## config.mk

```make
export PLATFORM = sky130hd
export DESIGN_NAME = seven_segment_scanner_flat
export DESIGN_NICKNAME = d
export VERILOG_FILES = /design/src/rtl/seven_segment_scanner_if.sv /design/src/rtl/seven_segment_scanner.sv /design/src/flat_wrapper.sv
export SDC_FILE = /design/constraint.sdc
export NUM_CORES = 1
export LEC_CHECK = 0
export CORE_MARGIN = 5
export CORE_UTILIZATION = 30
export DETAILED_ROUTE_END_ITERATION = 16
export PLACE_DENSITY = 0.56
export SLEW_MARGIN = 20
export SYNTH_ARGS = -nofsm -noshare
export SYNTH_HDL_FRONTEND = slang
export SYNTH_SLANG_ARGS = --single-unit
```

## constraint.sdc

```tcl
create_clock -name clk -period 3.2 [get_ports clk]
set_input_delay 0.64 -clock clk [delete_from_list [all_inputs] [get_ports clk]]
set_output_delay 0.64 -clock clk [all_outputs]
set_load 0.05 [all_outputs]
```

## src/rtl/seven_segment_scanner_if.sv

```systemverilog
// Display-side bundle of the seven-segment scanner: frame data and load
// strobe from the counters/FSM, segment/select pins and frame marker out.
interface seven_segment_scanner_if #(
  parameter int NUM_DIGITS = 4
);
  logic [4*NUM_DIGITS-1:0] digits_in;
  logic [NUM_DIGITS-1:0]   dp_in;
  logic [NUM_DIGITS-1:0]   blank_in;
  logic [NUM_DIGITS-1:0]   blink_in;
  logic                    lz_blank_en;
  logic                    load;
  logic [7:0]              seg_data;
  logic [NUM_DIGITS-1:0]   dig_sel;
  logic                    frame_start;

  modport master (
    output digits_in, dp_in, blank_in, blink_in, lz_blank_en, load,
    input  seg_data, dig_sel, frame_start
  );

  modport slave (
    input  digits_in, dp_in, blank_in, blink_in, lz_blank_en, load,
    output seg_data, dig_sel, frame_start
  );
endinterface

```

## src/rtl/seven_segment_scanner.sv

```systemverilog
// Multiplexed seven-segment scanner: prescaled digit scan, double-buffered
// frame load, blank/blink/dp/leading-zero rendering and a one-cycle select
// dead time at the start of each digit slot to avoid ghosting.
module seven_segment_scanner #(
  parameter int NUM_DIGITS     = 4,
  parameter int REFRESH_DIV    = 50000,
  parameter int BLINK_FRAMES   = 64,
  parameter bit SEG_ACTIVE_LOW = 1'b1,
  parameter bit SEL_ACTIVE_LOW = 1'b1
) (
  input  logic                    clk,
  input  logic                    rst_n,
  seven_segment_scanner_if.slave  bus
);
  localparam int CNT_W = $clog2(REFRESH_DIV);
  localparam int IDX_W = $clog2(NUM_DIGITS);
  localparam int FC_W  = $clog2(BLINK_FRAMES + 1);
  localparam logic [7:0]            SEG_OFF = {8{SEG_ACTIVE_LOW}};
  localparam logic [NUM_DIGITS-1:0] SEL_OFF = {NUM_DIGITS{SEL_ACTIVE_LOW}};

  // One displayed image: what the shadow and active buffers hold.
  typedef struct packed {
    logic [NUM_DIGITS-1:0][3:0] dig;
    logic [NUM_DIGITS-1:0]      dp;
    logic [NUM_DIGITS-1:0]      blank;
    logic [NUM_DIGITS-1:0]      blink;
  } disp_t;

  disp_t                 shadow_q, shadow_d, active_q, active_d;
  logic                  pending_q, pending_d;
  logic [CNT_W-1:0]      cnt_q, cnt_d;
  logic [IDX_W-1:0]      idx_q, idx_d;
  logic [FC_W-1:0]       fc_q, fc_d;
  logic                  phase_q, phase_d;
  logic                  fs_q;
  logic [7:0]            seg_q, seg_d;
  logic [NUM_DIGITS-1:0] sel_q, sel_d;

  logic                  cnt_tc, boundary, allz;
  logic [NUM_DIGITS-1:0] lz_sup, onehot;
  logic [7:0]            lit;

  // Active-high gfedcba pattern for one hex nibble.
  function automatic logic [6:0] decode(input logic [3:0] n);
    case (n)
      4'h0: decode = 7'h3F;  4'h1: decode = 7'h06;
      4'h2: decode = 7'h5B;  4'h3: decode = 7'h4F;
      4'h4: decode = 7'h66;  4'h5: decode = 7'h6D;
      4'h6: decode = 7'h7D;  4'h7: decode = 7'h07;
      4'h8: decode = 7'h7F;  4'h9: decode = 7'h6F;
      4'hA: decode = 7'h77;  4'hB: decode = 7'h7C;
      4'hC: decode = 7'h39;  4'hD: decode = 7'h5E;
      4'hE: decode = 7'h79;  default: decode = 7'h71;
    endcase
  endfunction

  // Next state: scan position, frame-boundary buffer swap, blink timebase, load.
  always_comb begin
    cnt_tc    = (cnt_q == CNT_W'(REFRESH_DIV - 1));
    boundary  = cnt_tc && (idx_q == IDX_W'(NUM_DIGITS - 1));
    cnt_d     = cnt_tc ? '0 : cnt_q + CNT_W'(1);
    idx_d     = idx_q;
    if (cnt_tc) idx_d = boundary ? '0 : idx_q + IDX_W'(1);
    shadow_d  = shadow_q;
    active_d  = active_q;
    pending_d = pending_q;
    fc_d      = fc_q;
    phase_d   = phase_q;
    if (boundary) begin
      if (pending_q) active_d = shadow_q;
      pending_d = 1'b0;
      if (fc_q == FC_W'(BLINK_FRAMES - 1)) begin
        fc_d    = '0;
        phase_d = ~phase_q;
      end else begin
        fc_d    = fc_q + FC_W'(1);
      end
    end
    // A load on the boundary cycle still lands in shadow and stays pending,
    // so it is shown from the frame after the one that just started.
    if (bus.load) begin
      shadow_d.dig   = bus.digits_in;
      shadow_d.dp    = bus.dp_in;
      shadow_d.blank = bus.blank_in;
      shadow_d.blink = bus.blink_in;
      pending_d      = 1'b1;
    end
  end

  // Render the digit under scan and its select line from active data.
  always_comb begin
    allz   = 1'b1;
    lz_sup = '0;
    for (int k = NUM_DIGITS - 1; k > 0; k--) begin
      allz      = allz & (active_q.dig[k] == 4'h0);
      lz_sup[k] = bus.lz_blank_en & allz;
    end
    lit = {active_q.dp[idx_q], decode(active_q.dig[idx_q])};
    if (active_q.blank[idx_q])                  lit      = '0;
    else if (active_q.blink[idx_q] && phase_q)  lit      = '0;
    else if (lz_sup[idx_q])                     lit[6:0] = '0;
    seg_d  = SEG_ACTIVE_LOW ? ~lit : lit;
    onehot = (cnt_q == '0) ? '0 : (NUM_DIGITS'(1) << idx_q);
    sel_d  = SEL_ACTIVE_LOW ? ~onehot : onehot;
  end

  // State and registered outputs; reset darkens the display immediately.
  always_ff @(posedge clk or negedge rst_n) begin
    if (!rst_n) begin
      cnt_q     <= '0;
      idx_q     <= '0;
      shadow_q  <= '0;
      active_q  <= '0;
      pending_q <= 1'b0;
      fc_q      <= '0;
      phase_q   <= 1'b0;
      fs_q      <= 1'b0;
      seg_q     <= SEG_OFF;
      sel_q     <= SEL_OFF;
    end else begin
      cnt_q     <= cnt_d;
      idx_q     <= idx_d;
      shadow_q  <= shadow_d;
      active_q  <= active_d;
      pending_q <= pending_d;
      fc_q      <= fc_d;
      phase_q   <= phase_d;
      fs_q      <= boundary;
      seg_q     <= seg_d;
      sel_q     <= sel_d;
    end
  end

  assign bus.seg_data    = seg_q;
  assign bus.dig_sel     = sel_q;
  assign bus.frame_start = fs_q;
endmodule

```

## src/flat_wrapper.sv

```systemverilog
// flat-port wrapper written by rule: the top's interface ports become plain ports
module seven_segment_scanner_flat 
#(
  parameter int NUM_DIGITS     = 4,
  parameter int REFRESH_DIV    = 50000,
  parameter int BLINK_FRAMES   = 64,
  parameter bit SEG_ACTIVE_LOW = 1'b1,
  parameter bit SEL_ACTIVE_LOW = 1'b1
)
  (clk, rst_n, bus_digits_in, bus_dp_in, bus_blank_in, bus_blink_in, bus_lz_blank_en, bus_load, bus_seg_data, bus_dig_sel, bus_frame_start);
  seven_segment_scanner_if #(.NUM_DIGITS(NUM_DIGITS)) bus_i ();
  input  logic clk;
  input  logic rst_n;
  input wire logic [$bits(bus_i.digits_in)-1:0] bus_digits_in;
  input wire logic [$bits(bus_i.dp_in)-1:0] bus_dp_in;
  input wire logic [$bits(bus_i.blank_in)-1:0] bus_blank_in;
  input wire logic [$bits(bus_i.blink_in)-1:0] bus_blink_in;
  input wire logic [$bits(bus_i.lz_blank_en)-1:0] bus_lz_blank_en;
  input wire logic [$bits(bus_i.load)-1:0] bus_load;
  output wire logic [$bits(bus_i.seg_data)-1:0] bus_seg_data;
  output wire logic [$bits(bus_i.dig_sel)-1:0] bus_dig_sel;
  output wire logic [$bits(bus_i.frame_start)-1:0] bus_frame_start;
  assign bus_i.digits_in = bus_digits_in;
  assign bus_i.dp_in = bus_dp_in;
  assign bus_i.blank_in = bus_blank_in;
  assign bus_i.blink_in = bus_blink_in;
  assign bus_i.lz_blank_en = bus_lz_blank_en;
  assign bus_i.load = bus_load;
  assign bus_seg_data = bus_i.seg_data;
  assign bus_dig_sel = bus_i.dig_sel;
  assign bus_frame_start = bus_i.frame_start;
  seven_segment_scanner #(.NUM_DIGITS(NUM_DIGITS), .REFRESH_DIV(REFRESH_DIV), .BLINK_FRAMES(BLINK_FRAMES), .SEG_ACTIVE_LOW(SEG_ACTIVE_LOW), .SEL_ACTIVE_LOW(SEL_ACTIVE_LOW)) u_core (.clk(clk), .rst_n(rst_n), .bus(bus_i));
endmodule
```

==> results of run 1 <==
[power by group through the flow]
stage / combinational [mW] / sequential, mW / clock, mW
5_1_grt: 0.126 / 1.27 / 1.19
4_1_cts: 0.116 / 1.27 / 1.13
6_report: 0.112 / 1.27 / 1.09
3_3_place_gp: 0.113 / 1.29 / 0
2_1_floorplan: 0.0430 / 1.28 / 0
3_5_place_dp: 0.115 / 1.29 / 0
[per-layer routing]
layer	GRT usage, %	up-vias	part of all wire (%)
li1	-	1259	-
met1	13.4	1312	45
met2	16.6	40	48
met3	2.80	10	4.0
met4	5.26	0	2.1
met5	0	-	0
[cell families after synthesis]
| logic type | Yosys count | synth area share [%] |
|---|---|---|
| fa+ha+maj | 13 | 3.80 |
| flops | 96 | 56.4 |
| xor+xnor | 16 | 3.27 |
| mux | 70 | 20.2 |
| compound gates | 22 | 3.59 |
| simple gates | 80 | 9.99 |
| buf+inv | 25 | 2.75 |
[cell usage after synthesis, types with 3 or more instances]
cell,count,area share [%]
dfrtp_1,84,49
mux2_2,60,16
nand2_1,16,1.4
inv_1,15,1.3
ha_1,13,3.8
nand3_1,13,1.5
nor2_1,13,1.1
dfstp_2,12,7.4
nor4_1,9,1.3
xor2_1,9,1.8
nand4_1,8,1.2
mux4_2,7,3.7
xnor2_1,7,1.4
clkbuf_1,5,0.44
a21oi_1,4,0.47
nor2b_1,4,0.58
nor3_1,4,0.47
buf_6,3,0.79
o21bai_1,3,0.53
[stage by stage]
stage | hold slack, ps | utilization (%) | worst slack (ps) | total power [mW] | cells
3_3_place_gp | 458 | 35.4 | 846 | 1.41 | 541
2_1_floorplan | 344 | - | 939 | 1.33 | 322
4_1_cts | 373 | 37.6 | 796 | 2.52 | 557
3_5_place_dp | 481 | 35.4 | 804 | 1.41 | 541
6_report | 356 | 37.6 | 806 | 2.47 | 557
5_1_grt | 413 | 37.6 | 637 | 2.59 | 557
[registers in the layout, summed over array words and instances, names as in the netlist]
signal,flops
u_core.active_q,28
u_core.shadow_q,28
u_core.cnt_q,16
u_core.bus.seg_data,8
u_core.fc_q,7
u_core.bus.dig_sel,4
u_core.idx_q,2
u_core.bus.frame_start,1
u_core.pending_q,1
u_core.phase_q,1
[worst min path at each step]
| stage | cells after the start | slack (ps) | to |
|---|---|---|---|
| 2_1_floorplan | 0 | 340 | u_core.active_q[0] |
| 3_3_place_gp | 1 | 460 | u_core.fc_q[6] |
| 3_5_place_dp | 1 | 480 | u_core.fc_q[5] |
| 4_1_cts | 1 | 370 | u_core.shadow_q[12] |
| 5_1_grt | 1 | 410 | u_core.shadow_q[12] |
| 6_report | 1 | 360 | u_core.bus.frame_start |
[critical path: cells and delay by family (launching register included)]
| kind | cells | cell delay (ps) |
|---|---|---|
| DFF | 1 | 430 |
| and+or+nand+nor | 3 | 860 |
| buffers and inverters | 1 | 360 |
| muxes | 1 | 380 |
| adders and majority gates | 1 | 250 |
[area by class of cell]
type                            instances  area share, %
Clock inverter                          4          0.978
Clock buffer                           12           4.89
Tap cell                              180           4.29
Inverter                               15           1.07
Multi-Input combinational cell        201           33.4
Sequential cell                        96           46.1
Timing Repair Buffer                   49           9.31
==> flow_metrics.env, run 1 <==
export IMPL_status="finished clean"
export IMPL_timing_rr_start="u_core.cnt_q[0]"
export IMPL_power_density_nw_per_um2=472
export IMPL_fin_area_um2=5240
export IMPL_core_um2=13900
export IMPL_relSlewSlack_pct=51.7
export IMPL_start_util_pct=30.7
export IMPL_ant_nets=0
export IMPL_p_comb_share_pct=4.5
export IMPL_drt_iter0_drc=124
export IMPL_drc=0
export IMPL_postCtsResizedCells=0
export IMPL_cts_tree="yes"
export IMPL_p_leak_nw=2.29
export IMPL_r2r_slack_ps=810
export IMPL_cts_buffers=9
export IMPL_hold_viol=0
export IMPL_io_buffer_count=44
export IMPL_finalWirelength_um=8150
export IMPL_dpl_cell_area_um2=4940
export IMPL_cp_endpoint="u_core.active_q[27]"
export IMPL_critPathSlowestCell="or3_1"
export IMPL_syn_nets=367
export IMPL_slowest_delay_ps=540
export IMPL_post_route_period_util_pct=74.8
export IMPL_die_area_um2=16800
export IMPL_netlist_instances=322
export IMPL_synth_top_flop_cell="dfrtp_1"
export IMPL_cp_arrival_ps=2610
export IMPL_mostFrequentLayoutCells="84 x dfrtp_1, 60 x mux2_2, 43 x clkdlybuf4s50_1, 16 x nand2_1, 15 x inv_1"
export IMPL_crit_path_end_kind="register"
export IMPL_yosys_cell_types_count=40
export IMPL_crit_type="reg -> reg"
export IMPL_clock_sinks=96
export IMPL_crit_start="u_core.cnt_q[0]"
export IMPL_fmax_mhz=418
export IMPL_r2r_end="u_core.active_q[27]"
export IMPL_synth_edf_count=0
export IMPL_grt_usage_pct=10.5
export IMPL_place_congestion=0.831
export IMPL_fin_nets=417
export IMPL_syn_cell_area_um2=4280
export IMPL_yosysSeqAreaShare_pct=56.4
export IMPL_vias_per_cell=4.71
export IMPL_switchingPower_mw=0.506
export IMPL_crit_chain="ha_1, nand3_1, or3_1, nor3_4, buf_4, mux2_2"
export IMPL_worst_ir_drop_vdd_mv=0.353
export IMPL_clk_latency_ps=340
export IMPL_core_rowCount=43
export IMPL_h_tree_depth=3
export IMPL_cp_max_fo=28
export IMPL_fill_cells=1321
export IMPL_async_flop_share_pct=100
export IMPL_cts_root_buf="clkbuf_16"
export IMPL_clockPowerShare_pct=44.1
export IMPL_drive_above_1_share_pct=27.6
export IMPL_cts_hold_buf=0
export IMPL_fin_skew_ps=7.55
export IMPL_firstDrtPassIters=4
export IMPL_min_period_ps=2390
export IMPL_yosysWarnings=0
export IMPL_swShare_pct=20.5
export IMPL_antenna_cells=0
export IMPL_grt_pass1_vias=2767
export IMPL_grt_overflow=0
export IMPL_hold_path_class="in -> async"
export IMPL_hpwl_um=5740
export IMPL_vias=2621
export IMPL_tightest_slew_ps=724
export IMPL_setup_tns_ps=0
export IMPL_regArea_um2=2420
export IMPL_clk_path_buf_depth=2
export IMPL_ios=45
export IMPL_postCtsSetupBuffers=0
export IMPL_power_frac_seq_pct=51.4
export IMPL_rsz0062_at_grt="no"
export IMPL_wl_per_cell_um=14.6
export IMPL_critPathRequiredTime_ps=3420
export IMPL_finalMaxSlewViolations=0
export IMPL_max_cap_viol_count=0
export IMPL_final_common_cell="dfrtp_1"
export IMPL_setup_violations=0
export IMPL_avgSynthCellArea_um2=13.3
export IMPL_rr_worst_depth=6
export IMPL_grt_max_degree=54
export IMPL_internal_power_mw=1.97
export IMPL_cts_reportedPaths_clkPinSlew_ps=60
export IMPL_multi_input_area_um2=1750
export IMPL_grt_pass1_wl_um=13700
export IMPL_die_h_um=130
export IMPL_antenna_found_initial=0
export IMPL_ys_ff_latch=96
export IMPL_area_growth_pct=22.4
export IMPL_dieWidth_um=130
export IMPL_cp_start_kind="register"
No activity file was read; power rests on OpenSTA's default activity.
==> run 2, diff against run 1 <==
--- a/config.mk
+++ b/config.mk
@@ -8,7 +8,7 @@
 export CORE_MARGIN = 5
 export CORE_UTILIZATION = 30
 export DETAILED_ROUTE_END_ITERATION = 16
-export PLACE_DENSITY = 0.56
+export PLACE_DENSITY = 0.57
 export SLEW_MARGIN = 20
 export SYNTH_ARGS = -nofsm -noshare
 export SYNTH_HDL_FRONTEND = slang
==> constraint.sdc (replaced) <==
create_clock -name clk -period 2.2 [get_ports clk]
set_input_delay 0.44 -clock clk [delete_from_list [all_inputs] [get_ports clk]]
set_output_delay 0.44 -clock clk [all_outputs]
set_load 0.05 [all_outputs]
==> flow_metrics.env, run 2 (synthesis results as in run 1) <==
export IMPL_worst_ir_drop_vdd_mv=0.410
export IMPL_relSlewSlack_pct=58.6
export IMPL_hpwl_um=5920
export IMPL_fin_area_um2=5370
export IMPL_grt_overflow=0
export IMPL_setup_tns_ps=0
export IMPL_status="finished clean"
export IMPL_hold_path_class="in -> async"
export IMPL_die_area_um2=16800
export IMPL_critPathSlowestCell="clkdlybuf4s50_1"
export IMPL_die_h_um=130
export IMPL_crit_chain="clkdlybuf4s50_1"
export IMPL_max_cap_viol_count=0
export IMPL_vias_per_cell=4.66
export IMPL_ios=45
export IMPL_grt_usage_pct=10.8
export IMPL_grt_pass1_vias=2813
export IMPL_ant_nets=0
export IMPL_cts_reportedPaths_clkPinSlew_ps=70
export IMPL_grt_max_degree=40
export IMPL_drive_above_1_share_pct=30.1
export IMPL_min_period_ps=2090
export IMPL_cts_buffers=9
export IMPL_antenna_found_initial=0
export IMPL_core_rowCount=43
export IMPL_io_buffer_count=44
export IMPL_finalWirelength_um=8210
export IMPL_final_common_cell="dfrtp_1"
export IMPL_start_util_pct=30.7
export IMPL_critPathBufInv=1
export IMPL_core_um2=13900
export IMPL_antenna_cells=0
export IMPL_critPathTopFamily="buffers and inverters"
export IMPL_finalMaxSlewViolations=0
export IMPL_reg_top3="u_core.active_q (28), u_core.shadow_q (28), u_core.cnt_q (16)"
export IMPL_tightest_slew_ps=615
export IMPL_dpl_cell_area_um2=5040
export IMPL_crit_type="reg -> out"
export IMPL_critPathRequiredTime_ps=1760
export IMPL_firstDrtPassIters=4
export IMPL_mostFrequentLayoutCells="84 x dfrtp_1, 60 x mux2_2, 43 x clkdlybuf4s50_1, 16 x nand2_1, 15 x inv_1"
export IMPL_clk_path_buf_depth=2
export IMPL_h_tree_depth=3
export IMPL_cp_start_kind="register"
export IMPL_dieWidth_um=130
export IMPL_cp_max_fo=1
export IMPL_drt_iter0_drc=115
export IMPL_clock_sinks=96
export IMPL_clk_latency_ps=340
export IMPL_p_leak_nw=2.35
export IMPL_setup_violations=0
export IMPL_crit_path_end_kind="primary output"
export IMPL_cts_root_buf="clkbuf_16"
export IMPL_slowest_delay_ps=790
export IMPL_place_congestion=0.793
export IMPL_cts_tree="yes"
export IMPL_grt_pass1_wl_um=14000
export IMPL_vias=2639
export IMPL_fmax_mhz=478
export IMPL_hold_viol=0
export IMPL_power_density_nw_per_um2=690
export IMPL_cp_arrival_ps=1650
export IMPL_fin_skew_ps=7.18
export IMPL_wl_per_cell_um=14.5
export IMPL_post_route_period_util_pct=95.2
export IMPL_fin_nets=426
export IMPL_drc=0
export IMPL_area_growth_pct=25.4
export IMPL_rsz0062_at_grt="no"
[run 2: cell types whose count changed in the layout (fill, tap and decap cells not counted), sizes merged]
cell	delta
inv	-1
bufinv	+1
buf	+9
[run 2: repair_timing]
item,CTS,global route
setup buffers,0,0
gates resized for setup,0,1
endpoints found under the setup margin,0,30
hold buffers,0,0
[run 2: final cells by class]
cell class,instances,area [um2]
Inverter,15,56.3
Clock buffer,12,256
Sequential cell,96,2420
Timing Repair Buffer,58,581
Tap cell,180,225
Multi-Input combinational cell,201,1760
Fill cell,1336,8560
Clock inverter,4,76.3
[run 2: per-layer routing]
metal  global-route usage (%)  share of wire, %
met1                     13.6                44
met2                     17.5                50
met3                     3.34               3.9
met4                     4.22               1.6
met5                        0                 0
[run 2: path summary, 6_finish.rpt]
kind	startpoint	slack (ps)	depth (start not counted)	endpoint
max	u_core.bus.seg_data[7]	110	1	bus_seg_data[7]
min	rst_n	60	1	u_core.shadow_q[14]
max reg2reg	u_core.cnt_q[1]	160	6	u_core.fc_q[0]
min reg2reg	u_core.phase_q	470	1	u_core.phase_q
max in group asynchronous	rst_n	1450	2	u_core.cnt_q[13]
min in group clk	u_core.phase_q	470	1	u_core.phase_q
[run 2: worst reg2reg max path, cell delays in order, from the launching register on]
cell	delay [ps]
dfrtp_1	400
ha_2	240
nand3_2	80
or3_4	380
or2_2	360
inv_1	120
mux2_2	340
[run 2: power breakdown]
group | internal [mW] | total [mW] | switching [mW]
Clock | 1.06 | 1.69 | 0.634
Sequential | 1.82 | 1.85 | 0.0290
Combinational | 0.101 | 0.167 | 0.0659
Total | 2.98 | 3.71 | 0.729
[run 2: metrics by stage]
stage | power [mW] | hold slack (ps) | instances | utilization (%) | setup WS, ps
floorplan | 1.93 | 144 | 322 | - | 13.1
global placement | 2.05 | 429 | 550 | 36.1 | 141
detailed placement | 2.05 | 437 | 550 | 36.1 | 86.4
CTS | 3.77 | 68.9 | 566 | 38.5 | 66.2
global route | 3.85 | 88.6 | 566 | 38.6 | 28.0
finish | 3.71 | 58.2 | 566 | 38.6 | 106
==> run 3, diff against run 2 <==
--- a/config.mk
+++ b/config.mk
@@ -5,6 +5,7 @@
 export SDC_FILE = /design/constraint.sdc
 export NUM_CORES = 1
 export LEC_CHECK = 0
+export ABC_CLOCK_PERIOD_IN_PS = 2200
 export CORE_MARGIN = 5
 export CORE_UTILIZATION = 30
 export DETAILED_ROUTE_END_ITERATION = 16
==> results of run 3 <==
No change in the layout: final DEF, timing and power equal those of run 2.
